<file path="config.mk">
export PLATFORM = sky130hd
export DESIGN_NAME = instruction_fetch
export DESIGN_NICKNAME = d
export VERILOG_FILES = /design/src/rtl/fetch_pkg.sv /design/src/rtl/fetch_fifo.sv /design/src/rtl/instruction_fetch.sv
export SDC_FILE = /design/constraint.sdc
export NUM_CORES = 1
export LEC_CHECK = 0
export BUFFER_PORTS_ARGS = -buffer_cell sky130_fd_sc_hd__buf_4
export CORE_ASPECT_RATIO = 1.75
export CORE_MARGIN = 2
export CORE_UTILIZATION = 57
export CTS_CLUSTER_DIAMETER = 80
export DETAILED_ROUTE_END_ITERATION = 12
export PLACE_DENSITY = 0.92
export SYNTH_ARGS = -nofsm -noshare
export SYNTH_HDL_FRONTEND = slang
export SYNTH_SLANG_ARGS = --single-unit
export TNS_END_PERCENT = 30
</file>
<file path="constraint.sdc">
create_clock -name clk -period 7.6 [get_ports clk]
set_input_delay 0.76 -clock clk [delete_from_list [all_inputs] [get_ports clk]]
set_output_delay 0.76 -clock clk [all_outputs]
set_load 0.005 [all_outputs]
</file>
<file path="src/rtl/fetch_pkg.sv">
// Shared types and defaults for the instruction fetch front end.
package fetch_pkg;

   localparam logic [31:0] DEFAULT_RESET_VECTOR = 32'h0000_0000;
   localparam int unsigned DEFAULT_QUEUE_DEPTH  = 2;

   typedef enum logic [1:0] {
      REQ   = 2'd0,
      WAIT  = 2'd1,
      DRAIN = 2'd2
   } fetch_state_t;

   typedef struct packed {
      logic [31:0] instr;
      logic [31:0] pc;
      logic        pred_taken;
   } fetch_entry_t;

   function automatic logic [31:0] seq_pc(input logic [31:0] pc);
      return pc + 32'd4;
   endfunction

endpackage

</file>
<file path="src/rtl/fetch_fifo.sv">
// Small instruction queue between fetch and decode; clear overrides push.
// DEPTH must be a power of two so the pointers wrap naturally.
module fetch_fifo
   import fetch_pkg::*;
#(
   parameter int unsigned DEPTH   = DEFAULT_QUEUE_DEPTH,
   parameter type         entry_t = fetch_entry_t,
   localparam int unsigned PTR_W  = (DEPTH > 1) ? $clog2(DEPTH) : 1,
   localparam int unsigned CNT_W  = PTR_W + 1
)(
   input  logic             clk,
   input  logic             i_rst,
   input  logic             i_clear,
   input  logic             i_push,
   input  entry_t           i_entry,
   input  logic             i_pop,
   output entry_t           o_head,
   output logic [CNT_W-1:0] o_count,
   output logic             o_full,
   output logic             o_empty
);

   localparam logic [PTR_W-1:0] PTR_ONE  = PTR_W'(1);
   localparam logic [CNT_W-1:0] CNT_ONE  = CNT_W'(1);
   localparam logic [CNT_W-1:0] CNT_ZERO = CNT_W'(0);
   localparam logic [CNT_W-1:0] CNT_FULL = CNT_W'(DEPTH);

   entry_t           r_mem [DEPTH];
   logic [PTR_W-1:0] r_wr_ptr;
   logic [PTR_W-1:0] r_rd_ptr;
   logic [CNT_W-1:0] r_count;
   logic             w_pop_ok;
   logic             w_push_ok;

   assign o_empty   = (r_count == CNT_ZERO);
   assign o_full    = (r_count == CNT_FULL);
   assign o_count   = r_count;
   assign w_pop_ok  = i_pop && !o_empty;
   assign w_push_ok = i_push && (!o_full || w_pop_ok);
   // An empty queue presents an all-zero head so decode never sees stale words.
   assign o_head    = o_empty ? entry_t'({$bits(entry_t){1'b0}}) : r_mem[r_rd_ptr];

   // Storage, pointers and occupancy.
   always_ff @(posedge clk) begin
      if (i_rst) begin
         r_wr_ptr <= {PTR_W{1'b0}};
         r_rd_ptr <= {PTR_W{1'b0}};
         r_count  <= CNT_ZERO;
         for (int i = 0; i < int'(DEPTH); i++) begin
            r_mem[i] <= entry_t'({$bits(entry_t){1'b0}});
         end
      end else if (i_clear) begin
         r_wr_ptr <= {PTR_W{1'b0}};
         r_rd_ptr <= {PTR_W{1'b0}};
         r_count  <= CNT_ZERO;
      end else begin
         if (w_push_ok) begin
            r_mem[r_wr_ptr] <= i_entry;
            r_wr_ptr        <= r_wr_ptr + PTR_ONE;
         end
         if (w_pop_ok) begin
            r_rd_ptr <= r_rd_ptr + PTR_ONE;
         end
         case ({w_push_ok, w_pop_ok})
            2'b10:   r_count <= r_count + CNT_ONE;
            2'b01:   r_count <= r_count - CNT_ONE;
            default: r_count <= r_count;
         endcase
      end
   end

endmodule

</file>
<file path="src/rtl/instruction_fetch.sv">
// Fetch front end: PC generation, single-outstanding imem requests, decode queue.
// FETCH_PREDICT_EN enables static branch prediction redirects.
module instruction_fetch
   import fetch_pkg::*;
#(
   parameter logic [31:0] RESET_VECTOR = DEFAULT_RESET_VECTOR,
   parameter int unsigned QUEUE_DEPTH  = DEFAULT_QUEUE_DEPTH
)(
   input  logic        clk,
   input  logic        rst_i,
   output logic        imem_req_o,
   output logic [31:0] imem_addr_o,
   input  logic        imem_gnt_i,
   input  logic        imem_valid_i,
   input  logic [31:0] imem_rdata_i,
   output logic [31:0] bp_instr_o,
   output logic [31:0] bp_pc_o,
   input  logic        bp_taken_i,
   input  logic [31:0] bp_target_i,
   output logic        instr_valid_o,
   input  logic        instr_ready_i,
   output logic [31:0] instr_o,
   output logic [31:0] pc_o,
   output logic        pred_taken_o,
   input  logic        flush_i,
   input  logic [31:0] flush_pc_i
);

   localparam int unsigned     CNT_W     = $clog2(QUEUE_DEPTH) + 1;
   localparam logic [CNT_W-1:0] CNT_ONE  = CNT_W'(1);
   localparam logic [CNT_W-1:0] CNT_ZERO = CNT_W'(0);
   localparam logic [CNT_W-1:0] CNT_CAP  = CNT_W'(QUEUE_DEPTH);

   fetch_state_t     r_state;
   fetch_state_t     w_state_nxt;
   logic [31:0]      r_fetch_pc;
   logic [31:0]      w_fetch_pc_nxt;
   logic [31:0]      r_req_pc;
   logic [31:0]      w_req_pc_nxt;
   logic             r_req;
   logic             w_req_nxt;
   logic             w_accept;
   logic             w_push;
   logic             w_pop;
   logic             w_clear;
   logic             w_taken;
   logic [31:0]      w_target;
   logic [CNT_W-1:0] w_count;
   logic [CNT_W-1:0] w_count_nxt;
   logic             w_empty;
   logic             w_fifo_full_unused;
   fetch_entry_t     w_push_entry;
   fetch_entry_t     w_head;

`ifdef FETCH_PREDICT_EN
   assign w_taken    = bp_taken_i;
   assign w_target   = bp_target_i;
   assign bp_instr_o = imem_rdata_i;
   assign bp_pc_o    = r_req_pc;
`else
   logic w_unused_bp;
   assign w_taken     = 1'b0;
   assign w_target    = 32'h0000_0000;
   assign bp_instr_o  = 32'h0000_0000;
   assign bp_pc_o     = 32'h0000_0000;
   assign w_unused_bp = ^{bp_taken_i, bp_target_i};
`endif

   assign imem_req_o    = r_req;
   assign imem_addr_o   = r_fetch_pc;
   assign w_accept      = r_req && imem_gnt_i;
   assign w_pop         = !w_empty && instr_ready_i;
   assign w_push_entry  = '{instr: imem_rdata_i, pc: r_req_pc, pred_taken: w_taken};
   assign instr_valid_o = !w_empty;
   assign instr_o       = w_head.instr;
   assign pc_o          = w_head.pc;
   assign pred_taken_o  = w_head.pred_taken;

   // Next-state, next-PC and push decision; flush overrides everything.
   always_comb begin
      w_state_nxt    = r_state;
      w_fetch_pc_nxt = r_fetch_pc;
      w_req_pc_nxt   = r_req_pc;
      w_push         = 1'b0;
      w_clear        = 1'b0;
      if (flush_i) begin
         w_clear        = 1'b1;
         w_fetch_pc_nxt = flush_pc_i;
         // A grant in this cycle or an unanswered request must have its response swallowed.
         if (w_accept || ((r_state != REQ) && !imem_valid_i)) begin
            w_state_nxt = DRAIN;
         end else begin
            w_state_nxt = REQ;
         end
      end else begin
         case (r_state)
            REQ: begin
               if (w_accept) begin
                  w_req_pc_nxt = r_fetch_pc;
                  w_state_nxt  = WAIT;
               end else begin
                  w_state_nxt  = REQ;
               end
            end
            WAIT: begin
               if (imem_valid_i) begin
                  w_push         = 1'b1;
                  w_fetch_pc_nxt = w_taken ? w_target : seq_pc(r_req_pc);
                  w_state_nxt    = REQ;
               end else begin
                  w_state_nxt    = WAIT;
               end
            end
            DRAIN: begin
               if (imem_valid_i) begin
                  w_state_nxt = REQ;
               end else begin
                  w_state_nxt = DRAIN;
               end
            end
            default: w_state_nxt = REQ;
         endcase
      end
   end

   // Queue occupancy after this edge decides whether a request may be raised.
   always_comb begin
      w_count_nxt = w_count;
      if (w_clear) begin
         w_count_nxt = CNT_ZERO;
      end else if (w_push && !w_pop) begin
         w_count_nxt = w_count + CNT_ONE;
      end else if (w_pop && !w_push) begin
         w_count_nxt = w_count - CNT_ONE;
      end else begin
         w_count_nxt = w_count;
      end
      w_req_nxt = (w_state_nxt == REQ) && (w_count_nxt < CNT_CAP);
   end

   // Fetch FSM with registered request outputs.
   always_ff @(posedge clk) begin
      if (rst_i) begin
         r_state    <= REQ;
         r_fetch_pc <= RESET_VECTOR;
         r_req_pc   <= 32'h0000_0000;
         r_req      <= 1'b0;
      end else begin
         r_state    <= w_state_nxt;
         r_fetch_pc <= w_fetch_pc_nxt;
         r_req_pc   <= w_req_pc_nxt;
         r_req      <= w_req_nxt;
      end
   end

   fetch_fifo #(
      .DEPTH   (QUEUE_DEPTH),
      .entry_t (fetch_entry_t)
   ) u_fifo (
      .clk     (clk),
      .i_rst   (rst_i),
      .i_clear (w_clear),
      .i_push  (w_push),
      .i_entry (w_push_entry),
      .i_pop   (w_pop),
      .o_head  (w_head),
      .o_count (w_count),
      .o_full  (w_fifo_full_unused),
      .o_empty (w_empty)
   );

endmodule

</file>
==> flow_metrics.env <==
export IMPL_gp_congestion=0.8780
export IMPL_die_height_um=177.4
export IMPL_ctsResizeCount=0
export IMPL_reg2reg_to="u_fifo.r_mem[1][5]"
export IMPL_worst_pin_slew_ps=1145
export IMPL_clkSlewWorstSetupHoldPaths_ps=80
export IMPL_holdPathStages=2
export IMPL_finalSetupViolations=0
export IMPL_yosys_warnings=0
export IMPL_status="completed"
export IMPL_root_buffer="clkbuf_16"
export IMPL_dieArea_um2=18280
export IMPL_slew_headroom=0.2350
export IMPL_rsz0062_at_grt="no"
export IMPL_reg2reg_from="u_fifo.o_count[1]"
export IMPL_ys_types=50
export IMPL_fin_crit_sh=0.3962
export IMPL_hold_buffers=0
export IMPL_worst_ep_required_time_ps=6840
export IMPL_drive_gt1_frac=0.2000
export IMPL_final_hold_violation_count=0
export IMPL_filler_cell_count=1267
export IMPL_total_power_w=0.002285
export IMPL_cts_setup_buffers=0
export IMPL_cts_htree_levels=4
export IMPL_synth_common_cells="edfxtp_1 (128), nor2_1 (125), and2_1 (121), nand2_1 (109), a21oi_1 (75)"
export IMPL_fin_util=0.6808
export IMPL_ant_nets=0
export IMPL_instances_no_fill=1337
export IMPL_setup_tns_ps=0
export IMPL_die_w_um=103.1
export IMPL_rrSetupSlack_ps=4720
export IMPL_ir_drop_v=0.0001435
export IMPL_synth_edf_count=128
export IMPL_period_needed_ps=3011
export IMPL_start_util=0.5804
export IMPL_numCtsBuffers=17
export IMPL_drt_total_wl_um=21040
export IMPL_grt_pass1_wl_um=33490
export IMPL_cts_tree="done"
export IMPL_area_growth_pct=17.29
export IMPL_antenna_found_initial=0
export IMPL_antennaDiodeCount=0
export IMPL_drtPass1Iterations=5
export IMPL_placedCellCount=1305
export IMPL_drc=0
export IMPL_portBuffers=167
export IMPL_io_pins=266
export IMPL_ff2ff_path_depth=7
export IMPL_synth_ff_type="edfxtp_1"
export IMPL_clkLatencyLatePin_ps=440
export IMPL_cts_sinks=200
export IMPL_multiInputGateArea_um2=3958
export IMPL_core_area_um2=16870
export IMPL_hp_start="imem_addr_o[10]"
export IMPL_drt_vias_per_instance=5.410
export IMPL_grt_pass1_vias=6943
export IMPL_max_cap_viol_count=0
export IMPL_final_nets=1204
export IMPL_seqCellArea_um2=5289
export IMPL_grt_max_degree=78
export IMPL_syn_area_per_cell_um2=10.00
export IMPL_track_usage=0.2353
export IMPL_synth_area_leaders="edfxtp_1 (39%), dfxtp_1 (15%), and2_1 (7.7%), mux2i_1 (6.6%), buf_4 (5.1%)"
export IMPL_overflow=0
export IMPL_hold_class="reg2reg"
export IMPL_max_freq_ghz=0.3321
export IMPL_critical_path_class="reg2out"
export IMPL_rows=63
export IMPL_wl_per_cell_um=15.74
export IMPL_yosysTopAreaCell="edfxtp_1"
export IMPL_drt_iter0_drc=304
export IMPL_vias=7233
export IMPL_cp_start_kind="register"
export IMPL_cts_buffer_depth=2
export IMPL_ys_seq_elements=200
export IMPL_netlist_area_um2=9791
export IMPL_cp_arrival_ps=2250
export IMPL_drv_slew=0
export IMPL_synthCells=979
export IMPL_hold_path_endpoint="r_req_pc[10]"
export IMPL_skew_ps=19.22
export IMPL_synth_most_common_cell="edfxtp_1"
export IMPL_yosysSeqAreaShare=0.5398
export IMPL_hpwl_um=13770
export IMPL_crit_fanout=64
export IMPL_async_reset_ff_frac=0
export IMPL_cellPowerDensity_nw_per_um2=199.0
export IMPL_end_kind="primary output"
export IMPL_leakagePower_nw=4.401
export IMPL_yosysTopAreaCellShare=0.3926
[cell usage in the layout (no fill, tap or decap), drive strengths merged, types with 65 or more instances in the layout]
cell type	netlist	routed
conb	1	65
nand2	109	109
and2	122	122
a21oi	75	75
mux2i	65	65
edfxtp	128	128
dfxtp	72	72
nor2	126	126
buf	78	173
[metrics by stage]
step	hold WS, ps	cell area, µm²	setup slack, ps
6_report	477.2	11480	4589
5_1_grt	481.8	11480	4412
4_1_cts	479.6	11480	4497
3_5_place_dp	460.0	10860	4360
3_3_place_gp	454.7	10860	4402
2_1_floorplan	453.4	10030	2692
[cell families after synthesis]
| logic type | Yosys count | share of synthesized area |
|---|---|---|
| simple gates | 418 | 0.2128 |
| fa+ha+maj | 4 | 0.005112 |
| buf+inv | 146 | 0.08332 |
| xor+xnor | 22 | 0.01968 |
| flops | 200 | 0.5398 |
| mux | 66 | 0.06760 |
| other cells | 1 | 0.0003830 |
| compound gates | 122 | 0.07131 |
[how the worst max path moves through the flow]
stage / start / to / slack (ps) / depth (start not counted)
floorplan: instr_ready_i / u_fifo.r_mem[0][0] / 2690 / 5
global placement: imem_valid_i / u_fifo.r_mem[1][11] / 4400 / 7
detailed placement: imem_valid_i / u_fifo.r_mem[1][11] / 4360 / 7
CTS: register / pc_o[15] / 4500 / 4
global route: register / pc_o[15] / 4410 / 4
finish: register / instr_o[14] / 4590 / 4
[worst max-delay path: stages, from the launching register on]
cell,delay [ps]
dfxtp_4,340
buf_4,820
mux2i_1,390
nor2_1,70
buf_4,160
[layer usage]
metal | GRT usage | wire [µm]
met1 | 0.2718 | 7837
met2 | 0.4177 | 11220
met3 | 0.03623 | 1192
met4 | 0.1096 | 788
met5 | 0 | 0
[where the power goes]
group          internal (W)  total (W)  leakage (nW)  switching (W)
combinational     0.0000597   0.000136          2.18      0.0000764
clock              0.000495   0.000940         0.310       0.000445
sequential          0.00119    0.00121          1.91      0.0000205
total               0.00174    0.00229          4.40       0.000542
[cell type report]
cell class              count  share of cell area
clock buffers              18             0.03922
clock inverters            14             0.01514
inverters                   8            0.002615
multi-input cells         697              0.3446
flip-flops and latches    200              0.4606
well taps                 227             0.02473
repair buffers            173              0.1131
[sequential cells by signal (all words and copies together), names as in the netlist, named ones only]
signal           cells
imem_addr_o         32
u_fifo.r_wr_ptr      1
u_fifo.r_mem       128
imem_req_o           1
r_req_pc            32
r_state              2
u_fifo.o_count       2
u_fifo.r_rd_ptr      1
(Power assumes the default switching activity.)
